File: src/rtl/sd_card_dat_pkg.sv
// Shared constants for the SD card DAT-line block engine:
// state encodings, CRC16 polynomial, write status tokens and helpers.
package sd_card_dat_pkg;

   typedef enum logic [3:0] {
      IDLE,
      TX_START,
      TX_DATA,
      TX_CRC,
      TX_END,
      RX_WAIT,
      RX_DATA,
      RX_CRC,
      RX_END,
      ST_TOKEN,
      ST_BUSY
   } state_t;

   // x^16 + x^12 + x^5 + 1
   localparam logic [15:0] CRC_POLY = 16'h1021;

   localparam logic [2:0] TOK_OK  = 3'b010;
   localparam logic [2:0] TOK_ERR = 3'b101;

   function automatic logic [15:0] crc16_step(
      input logic [15:0] c,
      input logic        d
   );
      logic fb;
      fb = c[15] ^ d;
      return {c[14:0], 1'b0} ^ (fb ? CRC_POLY : 16'h0000);
   endfunction

   // 1-bit mode carries data on lane 3 only; idle lanes sit at 1
   function automatic logic [3:0] lane_drive(
      input logic       m,
      input logic [3:0] b
   );
      return m ? b : {b[3], 3'b111};
   endfunction

endpackage

File: src/rtl/sd_crc16.sv
// Serial CRC16 (one bit per clock) with synchronous clear and enable.
// Exposes the next value so callers can use the final CRC without a bubble.
module sd_crc16
   import sd_card_dat_pkg::*;
(
   input  logic        clk,
   input  logic        reset,
   input  logic        i_clr,
   input  logic        i_en,
   input  logic        i_din,
   output logic [15:0] o_crc,
   output logic [15:0] o_crc_nxt
);

   logic [15:0] r_crc;

   assign o_crc     = r_crc;
   assign o_crc_nxt = crc16_step(r_crc, i_din);

   always_ff @(posedge clk or posedge reset) begin
      if (reset) begin
         r_crc <= 16'h0000;
      end else if (i_clr) begin
         r_crc <= 16'h0000;
      end else if (i_en) begin
         r_crc <= o_crc_nxt;
      end
   end

endmodule

File: src/rtl/sd_card_dat.sv
// SD card DAT-line engine: sends read blocks, receives write blocks,
// checks per-lane CRC16 and answers writes with a status token and busy.
module sd_card_dat
   import sd_card_dat_pkg::*;
#(
   parameter int BLOCK_WORDS = 4,
   parameter int BUSY_CYCLES = 8
) (
   input  logic        clk,
   input  logic        reset,
   input  logic        start,
   input  logic        direction,
   input  logic        mode,
   input  logic [3:0]  dat_i,
   output logic [3:0]  dat_o,
   output logic        dat_oe,
   input  logic [31:0] tx_word,
   output logic        tx_word_req,
   output logic [31:0] rx_word,
   output logic        rx_word_valid,
   output logic        done,
   output logic        crc_err
);

   localparam logic [15:0] LAST_WORD = 16'(BLOCK_WORDS - 1);
   localparam logic [15:0] LAST_BUSY = 16'(BUSY_CYCLES - 1);

   state_t      r_state;
   logic        r_mode;
   logic [31:0] r_sh;
   logic [4:0]  r_beat;
   logic [15:0] r_word;
   logic [15:0] r_cnt;
   logic [3:0]  r_tok;
   logic [15:0] r_csh [4];

   logic [15:0] w_crc     [4];
   logic [15:0] w_crc_nxt [4];
   logic [3:0]  w_nxt_msb;
   logic [3:0]  w_csh_msb;
   logic [3:0]  w_crc_bit;
   logic [3:0]  w_crc_din;
   logic        w_crc_en;
   logic        w_crc_clr;
   logic [4:0]  w_last;
   logic [3:0]  w_act;
   logic [31:0] w_rx_sh;
   logic [31:0] w_tx_sh;
   logic [31:0] w_ld_sh;
   logic        w_end_bad;

   assign w_crc_en  = (r_state == TX_DATA) || (r_state == RX_DATA);
   assign w_crc_clr = (r_state == IDLE);
   assign w_crc_din = (r_state == TX_DATA) ? dat_o : dat_i;
   assign w_last    = r_mode ? 5'd7 : 5'd31;
   assign w_act     = r_mode ? 4'hF : 4'h8;
   assign w_end_bad = |(~dat_i & w_act);

   assign w_rx_sh = r_mode ? {r_sh[27:0], dat_i}
                           : {r_sh[30:0], dat_i[3]};
   assign w_tx_sh = r_mode ? {r_sh[27:0], 4'h0}
                           : {r_sh[30:0], 1'b0};
   assign w_ld_sh = r_mode ? {tx_word[27:0], 4'h0}
                           : {tx_word[30:0], 1'b0};

   for (genvar l = 0; l < 4; l++) begin : g_lane
      sd_crc16 u_crc (
         .clk       (clk),
         .reset     (reset),
         .i_clr     (w_crc_clr),
         .i_en      (w_crc_en),
         .i_din     (w_crc_din[l]),
         .o_crc     (w_crc[l]),
         .o_crc_nxt (w_crc_nxt[l])
      );
      assign w_nxt_msb[l] = w_crc_nxt[l][15];
      assign w_csh_msb[l] = r_csh[l][15];
      assign w_crc_bit[l] = w_crc[l][4'd15 - r_cnt[3:0]];
   end

   always_ff @(posedge clk or posedge reset) begin
      if (reset) begin
         r_state       <= IDLE;
         r_mode        <= 1'b0;
         r_sh          <= 32'h0;
         r_beat        <= 5'd0;
         r_word        <= 16'h0;
         r_cnt         <= 16'h0;
         r_tok         <= 4'h0;
         for (int l = 0; l < 4; l++) r_csh[l] <= 16'h0;
         dat_o         <= 4'hF;
         dat_oe        <= 1'b0;
         tx_word_req   <= 1'b0;
         rx_word       <= 32'h0;
         rx_word_valid <= 1'b0;
         done          <= 1'b0;
         crc_err       <= 1'b0;
      end else begin
         tx_word_req   <= 1'b0;
         rx_word_valid <= 1'b0;
         done          <= 1'b0;
         unique case (r_state)
            IDLE: begin
               if (start) begin
                  crc_err <= 1'b0;
                  r_mode  <= mode;
                  r_beat  <= 5'd0;
                  r_word  <= 16'h0;
                  r_cnt   <= 16'h0;
                  if (direction) begin
                     r_state     <= TX_START;
                     dat_oe      <= 1'b1;
                     dat_o       <= mode ? 4'h0 : 4'h7;
                     tx_word_req <= 1'b1;
                  end else begin
                     r_state <= RX_WAIT;
                  end
               end
            end
            TX_START: begin
               r_sh    <= w_ld_sh;
               dat_o   <= lane_drive(r_mode, tx_word[31:28]);
               r_beat  <= 5'd0;
               r_word  <= 16'h0;
               r_state <= TX_DATA;
            end
            TX_DATA: begin
               if (r_beat == w_last) begin
                  if (r_word == LAST_WORD) begin
                     // final CRC includes the beat on the wire right now
                     for (int l = 0; l < 4; l++)
                        r_csh[l] <= {w_crc_nxt[l][14:0], 1'b0};
                     dat_o   <= lane_drive(r_mode, w_nxt_msb);
                     r_cnt   <= 16'h0;
                     r_state <= TX_CRC;
                  end else begin
                     r_sh   <= w_ld_sh;
                     dat_o  <= lane_drive(r_mode, tx_word[31:28]);
                     r_beat <= 5'd0;
                     r_word <= r_word + 16'h1;
                  end
               end else begin
                  r_sh   <= w_tx_sh;
                  dat_o  <= lane_drive(r_mode, r_sh[31:28]);
                  r_beat <= r_beat + 5'd1;
                  if ((r_beat + 5'd1 == w_last) && (r_word != LAST_WORD))
                     tx_word_req <= 1'b1;
               end
            end
            TX_CRC: begin
               if (r_cnt == 16'd15) begin
                  dat_o   <= 4'hF;
                  r_state <= TX_END;
               end else begin
                  dat_o <= lane_drive(r_mode, w_csh_msb);
                  for (int l = 0; l < 4; l++)
                     r_csh[l] <= {r_csh[l][14:0], 1'b0};
                  r_cnt <= r_cnt + 16'h1;
               end
            end
            TX_END: begin
               dat_oe  <= 1'b0;
               dat_o   <= 4'hF;
               done    <= 1'b1;
               r_state <= IDLE;
            end
            RX_WAIT: begin
               if (!dat_i[3]) begin
                  r_beat  <= 5'd0;
                  r_word  <= 16'h0;
                  r_state <= RX_DATA;
               end
            end
            RX_DATA: begin
               r_sh <= w_rx_sh;
               if (r_beat == w_last) begin
                  rx_word       <= w_rx_sh;
                  rx_word_valid <= 1'b1;
                  r_beat        <= 5'd0;
                  if (r_word == LAST_WORD) begin
                     r_cnt   <= 16'h0;
                     r_state <= RX_CRC;
                  end else begin
                     r_word <= r_word + 16'h1;
                  end
               end else begin
                  r_beat <= r_beat + 5'd1;
               end
            end
            RX_CRC: begin
               if (|((dat_i ^ w_crc_bit) & w_act)) crc_err <= 1'b1;
               if (r_cnt == 16'd15) begin
                  r_state <= RX_END;
               end else begin
                  r_cnt <= r_cnt + 16'h1;
               end
            end
            RX_END: begin
               crc_err <= crc_err | w_end_bad;
               r_tok   <= (crc_err | w_end_bad) ? {TOK_ERR, 1'b1}
                                                : {TOK_OK, 1'b1};
               dat_oe  <= 1'b1;
               dat_o   <= 4'h7;
               r_cnt   <= 16'h0;
               r_state <= ST_TOKEN;
            end
            ST_TOKEN: begin
               if (r_cnt == 16'd4) begin
                  dat_o   <= 4'h7;
                  r_cnt   <= 16'h0;
                  r_state <= ST_BUSY;
               end else begin
                  dat_o <= {r_tok[3], 3'b111};
                  r_tok <= {r_tok[2:0], 1'b1};
                  r_cnt <= r_cnt + 16'h1;
               end
            end
            ST_BUSY: begin
               if (r_cnt == LAST_BUSY) begin
                  dat_oe  <= 1'b0;
                  dat_o   <= 4'hF;
                  done    <= 1'b1;
                  r_state <= IDLE;
               end else begin
                  r_cnt <= r_cnt + 16'h1;
               end
            end
            default: r_state <= IDLE;
         endcase
      end
   end

endmodule

File: config.mk
export PLATFORM = sky130hd
export DESIGN_NAME = sd_card_dat
export DESIGN_NICKNAME = d
export VERILOG_FILES = /design/src/rtl/sd_card_dat_pkg.sv /design/src/rtl/sd_crc16.sv /design/src/rtl/sd_card_dat.sv
export SDC_FILE = /design/constraint.sdc
export NUM_CORES = 1
export LEC_CHECK = 0
export ABC_AREA = 1
export CAP_MARGIN = 10
export CORE_ASPECT_RATIO = 1.25
export CORE_MARGIN = 5
export CORE_UTILIZATION = 25
export CTS_CLUSTER_SIZE = 20
export DETAILED_ROUTE_END_ITERATION = 12
export GPL_ROUTABILITY_DRIVEN = 1
export PLACE_DENSITY_LB_ADDON = 0.05
export SYNTH_ARGS = -nofsm -noshare
export SYNTH_HDL_FRONTEND = slang
export SYNTH_SLANG_ARGS = --single-unit
export TNS_END_PERCENT = 1
File: constraint.sdc
create_clock -name clk -period 10.5 [get_ports clk]
set_clock_uncertainty 0.2 [all_clocks]
set_input_delay 1.575 -clock clk [delete_from_list [all_inputs] [get_ports clk]]
set_output_delay 1.575 -clock clk [all_outputs]
set_load 0.005 [all_outputs]
==> results.txt, run 1 <==
Setup Viol. Count Final: 0
Worst skew pair latency: 590 ps
GRT overflow: 0
Overall Global Routing Usage: 0.154
Die Width: 215 um
Crit path capture type: flip-flop
Ys Warns: 0
PwrDens: 289 nW/um2
Relative slew slack: 0.268
Synth area leader: dfrtp_1
Vias: 11625
LEAKAGE: 6.95 nW
CTS root buf: clkbuf_16
EDFF count, synth: 0
Post-Syn Instances: 1742
CTS Buf Count: 30
Fmax: 268 MHz
HPWL after DPL: 28900 um
Post-route DRC: 0
Routing usage on met2: 0.259
Clock transition at the registers of the reported paths: 60 ps
Die height: 266 um
Power Total: 4.48 mW
Routed WL: 44400 um
Initial antenna violation count: 1
Required time of the critical path: 10780 ps
Final setup margin: 6770 ps
1st-iter DRT viols: 699
Yosys reg bits: 243
H-Tree Depth: 1
Vias in the first global route: 11889
Gr busiest metal: met2
Area contributors post-synth: dfrtp_1 (46%), nand2_1 (13%), o21ai_0 (6.2%)
Port-buffer cells: 81
Starting Density: 0.251
Tcrit/Tclk final: 0.355
Worst vdd ir: 0.000165 V
Worst-Margin Slew: 1100 ps
Met1 Usage GRT: 0.212
Status: completed
Setup bufs post-CTS: 0
Layout area overhead: 17.9%
Via density: 4.71
Final hold violations: 0
GPL Wtd Cong: 0.821
Met3 Usage GRT: 0.0199
Top-area cell type share of the netlist area: 0.455
Setup TNS: 0 ps
Post-Syn Nets: 1788
Post-Syn Area: 13100 um2
Detail Route Antenna Nets: 0
Hold Slack: 269 ps
CTS resizes: 0
Max_cap viols: 0
Bufs on Longest Clock Path: 3
Final Net Count: 1821
FFs w/ async S/R, synth: 1.00
TritonCTS Sinks: 243
Startpoint Class: flip-flop
CP arrival: 4010 ps
Slew Viols, Final: 0
Die area: 57300 um2
Fin area: 15500 um2
R2R setup slack: 6770 ps
Worst hold path type: flip-flop to flip-flop
Diode count: 0
Top Ports: 82
Global-route wire length before repair: 71100 um
Routed len/inst: 18.0 um
Fraction of layout cells with a size suffix above 1: 0.0662
Synth top cells by count: nand2_1 (465), dfrtp_1 (239), inv_1 (178), o21ai_0 (162), nor2_1 (112)
Crit path max fanout: 101
Synth unique cells: 47
CTS tree: built
Ys flop type: dfrtp_1
Placement-stage worst setup slack: 6700 ps
Pre-antenna DRT Iters: 4
Row count: 94
Syn_area_per_cell: 7.54 um2
Crit Path Category: flip-flop to flip-flop
Sequential area share after synthesis: 0.463
Most common cell in the netlist: nand2_1
Placed Area: 14500 um2
Tmin final: 3730 ps
Hold Buf Count CTS: 0
Pin count of the biggest net entering global routing: 130
Core area: 52300 um2
RSZ-0062 raised after global routing: no
[power by group]
part           leakage, nW  total (mW)  internal (mW)  switching (mW)
Clock                0.496        1.06          0.621           0.441
Sequential            3.18        1.42           1.23           0.192
Combinational         3.27        1.99          0.563            1.43
Total                 6.95        4.48           2.41            2.06
[critical path, cell delays in order, from the launching register on]
cell,delay [ps]
dfrtp_1,470
nor2_2,180
inv_2,90
nor2_4,410
inv_2,390
o21ai_4,540
buf_4,870
o211ai_1,190
o21ai_1,130
[final cells by class]
type	count	area, um2
clock buffer	42	866
clock inverter	12	125
fill	5725	36800
inverter	203	772
multi-input combinational	1204	5880
sequential	243	6090
tap	672	841
timing repair buffer	93	913
[kinds of logic after synthesis]
logic type,count (synthesis),synth area share
AO/OA/AOI/OAI,417,0.179
flip-flops,243,0.463
buffers and inverters,295,0.0897
multiplexers,1,0.000857
AND/OR/NAND/NOR,753,0.243
XOR/XNOR,28,0.0187
adder cells (fa/ha/maj),5,0.00476
[flip-flops by register name, summed over array words and instances (netlist names)]
| name | cells |
|---|---|
| crc_err | 1 |
| dat_o | 4 |
| dat_oe | 1 |
| done | 1 |
| g_lane.u_crc.o_crc | 64 |
| r_beat | 5 |
| r_cnt | 16 |
| r_csh | 60 |
| r_mode | 1 |
| r_sh | 32 |
| r_state | 4 |
| r_tok | 4 |
| r_word | 16 |
| rx_word | 32 |
| rx_word_valid | 1 |
| tx_word_req | 1 |
[worst paths after layout]
kind	startpoint	endpoint	depth (start not counted)
max reg2reg	r_state[3]	r_csh[24]	8
max in group asynchronous	reset	r_csh[42]	3
max	r_state[3]	r_csh[24]	8
min	rx_word[7]	rx_word[7]	2
min reg2reg	rx_word[7]	rx_word[7]	2
min in group asynchronous	reset	rx_word[24]	2
[per-layer routing]
metal  vias up  wire length (um)
met5         -                13
met4         2               999
met3        56              1410
met2       168             20700
met1      5575             21300
li1       5824                 -
[stage by stage]
stage / utilization / std cells
2_1_floorplan: - / 1742
3_3_place_gp: 0.277 / 2415
3_5_place_dp: 0.277 / 2415
4_1_cts: 0.296 / 2469
5_1_grt: 0.296 / 2469
6_report: 0.296 / 2469
[layout by cell type, fill, tap and decap left out, types with 3 or more instances in the layout]
cell type	count
a21oi_1	39
a22o_1	4
a31oi_1	5
buf_4	11
clkbuf_1	5
clkbuf_16	30
clkbuf_8	7
clkdlybuf4s50_1	81
clkinv_2	8
dfrtp_1	238
dfstp_2	4
ha_1	5
inv_1	177
inv_2	23
nand2_1	465
nand2_2	4
nand3_1	97
nand4_1	29
nor2_1	112
nor2_2	5
nor2_4	5
nor3_1	15
nor4_1	6
o211ai_1	69
o21ai_0	162
o21ai_1	99
o21bai_1	5
o22ai_1	25
or2_1	4
or2_2	3
xnor2_1	4
xor2_1	24
No activity file was read; power rests on OpenSTA's default activity.
==> run 2, diff against run 1 <==
clock period = 3.85 ns   (was 10.5 ns; I/O delays follow)
==> run 2 against run 1 <==
Against the previous run: setup slack lost 5900 ps; final cell count grew 0.65%; die area is the same; wire length shrank 0.11%; clock power grew to 2.7 times the previous value; critical path depth is the same; final area grew 1.0%; sequential share of layout area shrank 0.39 points; power grew to 2.7 times the previous value; first-iteration DRC count shrank 14%; sequential cell count is the same.
==> results.txt, run 2 (synthesis gave the netlist of run 1 again) <==
Hold Buf Count CTS: 0
Required time of the critical path: 4090 ps
Combinational Power Share: 0.453
CTS Buf Count: 30
Worst skew pair latency: 580 ps
Most frequent cells in the layout: nand2_1 (465), dfrtp_1 (238), inv_1 (177), o21ai_0 (162), nor2_1 (112)
Status: completed
TritonCTS Sinks: 243
1st-iter DRT viols: 600
Fraction of layout cells with a size suffix above 1: 0.0717
GRT overflow: 0
Startpoint Class: flip-flop
Setup bufs post-CTS: 0
Clock transition at the registers of the reported paths: 70 ps
Vias in the first global route: 11946
Routed len/inst: 17.9 um
Crit path max fanout: 45
Final hold violations: 0
Placed Area: 14700 um2
LEAKAGE: 7.02 nW
Tmin final: 2990 ps
Crit-path max cell delay: 440 ps
Worst vdd ir: 0.000363 V
RSZ-0062 raised after global routing: no
R2R setup slack: 860 ps
CTS resizes: 0
Row count: 94
HPWL after DPL: 29900 um
Tcrit/Tclk final: 0.776
R2R depth: 8
Final Net Count: 1836
Hold Slack: 241 ps
Clock power share: 0.233
Bufs on Longest Clock Path: 3
Worst R2R End: r_sh[14]
Top Ports: 82
Die area: 57300 um2
Sw Share: 0.458
Vias: 11738
Core area: 52300 um2
Relative slew slack: 0.418
CTS tree: built
Layout area overhead: 19.1%
Starting Density: 0.251
H-Tree Depth: 1
Worst hold path type: primary input to asynchronous set/reset pin
Psw: 5.60 mW
Post-route DRC: 0
Routed WL: 44400 um
Max_cap viols: 0
Global-route wire length before repair: 71400 um
Overall Global Routing Usage: 0.154
CTS root buf: clkbuf_16
RR Startpoint: r_word[0]
Initial antenna violation count: 0
Sequential share of power: 0.313
GPL Wtd Cong: 0.819
CP Buf/Inv Count: 1
Slew Viols, Final: 0
Detail Route Antenna Nets: 0
CP arrival: 3220 ps
Die Width: 215 um
Fin area: 15600 um2
Via density: 4.72
Most common cell after layout, fill and taps aside: nand2_1
Fmax: 335 MHz
Slowest CP cell: o21ai_2
CP delay by family, top: simple AND/OR/NAND/NOR gates
Port-buffer cells: 81
Internal power: 6.64 mW
PwrDens: 783 nW/um2
Largest register FFs: 64
Worst path cell trace: ha_1 -> nand2_1 -> nor3_1 -> nand4_2 -> o21ai_2 -> inv_4 -> o211ai_1 -> o21ai_1
Die height: 266 um
Worst-Margin Slew: 873 ps
Setup TNS: 0 ps
Pre-antenna DRT Iters: 5
Crit path capture type: flip-flop
Pin count of the biggest net entering global routing: 99
Crit Path Category: flip-flop to flip-flop
Diode count: 0
Setup Viol. Count Final: 0
==> run 2: cell types whose count changed in the layout (fill, tap and decap cells not counted), sizes merged <==
cell and change:
clkinv -3, clkinvlp +2, clkbuf +3, buf +15
inv -1
==> run 2: worst max path at each step <==
stage / start / to / slack, ps / cells past startpoint
2_1_floorplan: reset / crc_err / -110 / 1
3_3_place_gp: r_word[0] / r_sh[15] / 920 / 8
3_5_place_dp: r_word[0] / r_sh[20] / 860 / 8
4_1_cts: r_word[0] / r_sh[14] / 860 / 8
5_1_grt: r_word[0] / r_sh[14] / 590 / 8
6_report: r_word[0] / r_sh[14] / 860 / 8
==> run 2: worst reg2reg max path: stages (launching register included) <==
cell and delay, ps:
dfrtp_1 410, ha_1 270, nand2_1 90, nor3_1 380, nand4_2 350, o21ai_2 450, inv_4 390, o211ai_1 220
o21ai_1 90
==> run 2: power groups by stage <==
| stage | Combinational (mW) | Sequential (mW) | Clock, mW |
|---|---|---|---|
| after floorplan | 4.01 | 3.73 | 0 |
| after global placement | 5.67 | 3.88 | 0 |
| after detailed placement | 5.65 | 3.88 | 0 |
| after CTS | 5.68 | 3.84 | 2.99 |
| after global routing | 6.37 | 3.94 | 3.09 |
| final | 5.55 | 3.84 | 2.86 |
==> run 2: area by class of cell <==
type / instances / area (um2)
flip-flops and latches: 243 / 6090
repair buffers: 108 / 1090
fillers: 5697 / 36700
clock inverters: 10 / 118
multi-input cells: 1204 / 5880
inverters: 203 / 768
clock buffers: 45 / 857
well taps: 672 / 841
==> run 2: layer usage <==
layer,vias up,global-route usage,part of all wire
met5,-,0,0
met4,0,0.0329,0.018
met3,46,0.0188,0.032
met2,168,0.256,0.47
met1,5670,0.217,0.48
li1,5854,-,-
==> run 2: through the flow <==
step	instances	setup slack (ps)	utilization	power [mW]
2_1_floorplan	1742	-114	-	7.74
3_3_place_gp	2430	923	0.280	9.55
3_5_place_dp	2430	865	0.280	9.53
4_1_cts	2485	856	0.299	12.5
5_1_grt	2485	592	0.299	13.4
6_report	2485	862	0.299	12.2
==> run 3, diff against run 2 <==
clock period = 2.85 ns   (was 3.85 ns; I/O delays follow)
==> run 3 against run 2 <==
Against the previous run: clock-buffer cell count stayed put; register-to-register slack worse by 650 ps; setup slack worse by 650 ps; core utilization up 0.38 points; final area increased by 1.3%; largest cell class unchanged; highest routed layer unchanged.
==> results.txt, run 3 (synthesis gave the netlist of run 1 again) <==
Clock transition at the registers of the reported paths: 60 ps
R2R depth: 8
H-Tree Depth: 1
Crit Path Category: flip-flop to flip-flop
Slew Viols, Final: 0
Psw: 7.62 mW
CP arrival: 2930 ps
Crit path capture type: flip-flop
Row count: 94
Relative slew slack: 0.404
Combinational Power Share: 0.458
Largest register FFs: 64
RSZ-0062 raised after global routing: no
Crit path max fanout: 58
Post-route DRC: 0
Most frequent cells in the layout: nand2_1 (465), dfrtp_1 (238), inv_1 (177), o21ai_0 (162), nor2_1 (112)
Initial antenna violation count: 0
Routed len/inst: 17.7 um
RR Startpoint: r_word[0]
Worst skew pair latency: 570 ps
Worst R2R End: r_csh[40]
Top Ports: 82
Port-buffer cells: 81
Worst vdd ir: 0.000457 V
Starting Density: 0.251
Final Net Count: 1852
Placement-stage worst setup slack: 212 ps
Fmax: 378 MHz
Sequential share of power: 0.307
Die height: 266 um
Layout Utilization: 0.303
Worst-Margin Slew: 894 ps
Die area: 57300 um2
Setup Viol. Count Final: 0
GRT overflow: 0
Most common cell after layout, fill and taps aside: nand2_1
Layout area overhead: 20.6%
CTS root buf: clkbuf_16
Bufs on Longest Clock Path: 3
Internal power: 9.31 mW
Via density: 4.67
Clock power share: 0.235
Vias: 11682
HPWL after DPL: 30500 um
Final setup margin: 208 ps
Tcrit/Tclk final: 0.927
Setup bufs post-CTS: 0
GPL Wtd Cong: 0.825
Die Width: 215 um
LEAKAGE: 7.14 nW
Tmin final: 2640 ps
Overall Global Routing Usage: 0.153
R2R setup slack: 210 ps
Status: completed
Core area: 52300 um2
Fraction of layout cells with a size suffix above 1: 0.0821
Pre-antenna DRT Iters: 5
Final hold violations: 0
Vias in the first global route: 11937
Detail Route Antenna Nets: 0
Required time of the critical path: 3140 ps
Startpoint Class: flip-flop
Global-route wire length before repair: 71100 um
Sw Share: 0.450
1st-iter DRT viols: 655
CTS tree: built
TritonCTS Sinks: 243
Diode count: 0
Max_cap viols: 0
Worst hold path type: primary input to asynchronous set/reset pin
Routed WL: 44200 um
PwrDens: 1070 nW/um2
CTS Buf Count: 30
Pin count of the biggest net entering global routing: 99
[run 3: area by class of cell]
type | count | area [um2]
fill | 5675 | 36500
sequential | 243 | 6090
clock buffer | 45 | 928
inverter | 203 | 768
clock inverter | 8 | 93.8
timing repair buffer | 124 | 1230
tap | 672 | 841
multi-input combinational | 1204 | 5890
[run 3: repair_timing]
| item | in CTS | in global routing |
|---|---|---|
| endpoints found under the hold margin | 0 | 0 |
| gates resized for setup | 0 | 1 |
| endpoints found under the setup margin | 0 | 2 |
| hold buffers | 0 | 0 |
[run 3: worst max path at each step]
stage                 to       from  depth (start not counted)  slack, ps
6_report       r_csh[40]  r_word[0]                          8        210
5_1_grt        r_csh[55]  r_word[0]                          8          8
4_1_cts        r_csh[40]  r_word[0]                          8        190
3_5_place_dp    r_sh[27]  r_word[0]                          9        210
3_3_place_gp   r_csh[54]   dat_i[0]                         10        290
2_1_floorplan    crc_err      reset                          1       -960
[run 3: critical path, cell delays in order, from the launching register on]
cell and delay, ps:
dfrtp_1 410, ha_1 290, nand2_1 110, nor3_1 390, nand4_2 360, o21ai_4 230, buf_12 290, o211ai_1 140
o21ai_1 100
[run 3: stage by stage]
step	setup TNS [ps]	area (um2)	hold slack [ps]	std cells	power [mW]
2_1_floorplan	-230920	13100	240	1742	10.5
3_3_place_gp	0	14800	257	2446	13.1
3_5_place_dp	0	14800	262	2446	13.1
4_1_cts	0	15800	132	2499	17.3
5_1_grt	0	15800	166	2499	18.4
6_report	0	15800	137	2499	16.9
[run 3: routing by layer]
metal	GRT usage	vias to the layer above	wire length, um
met2	0.256	156	20700
met3	0.0188	56	1460
li1	-	5883	-
met4	0.0334	0	790
met1	0.215	5587	21300
met5	0	-	0
[run 3: power groups by stage]
stage	sequential (mW)	combinational [mW]	clock, mW
6_report	5.19	7.76	3.98
5_1_grt	5.34	8.79	4.26
4_1_cts	5.21	7.90	4.16
3_5_place_dp	5.26	7.85	0
3_3_place_gp	5.27	7.87	0
2_1_floorplan	5.04	5.42	0
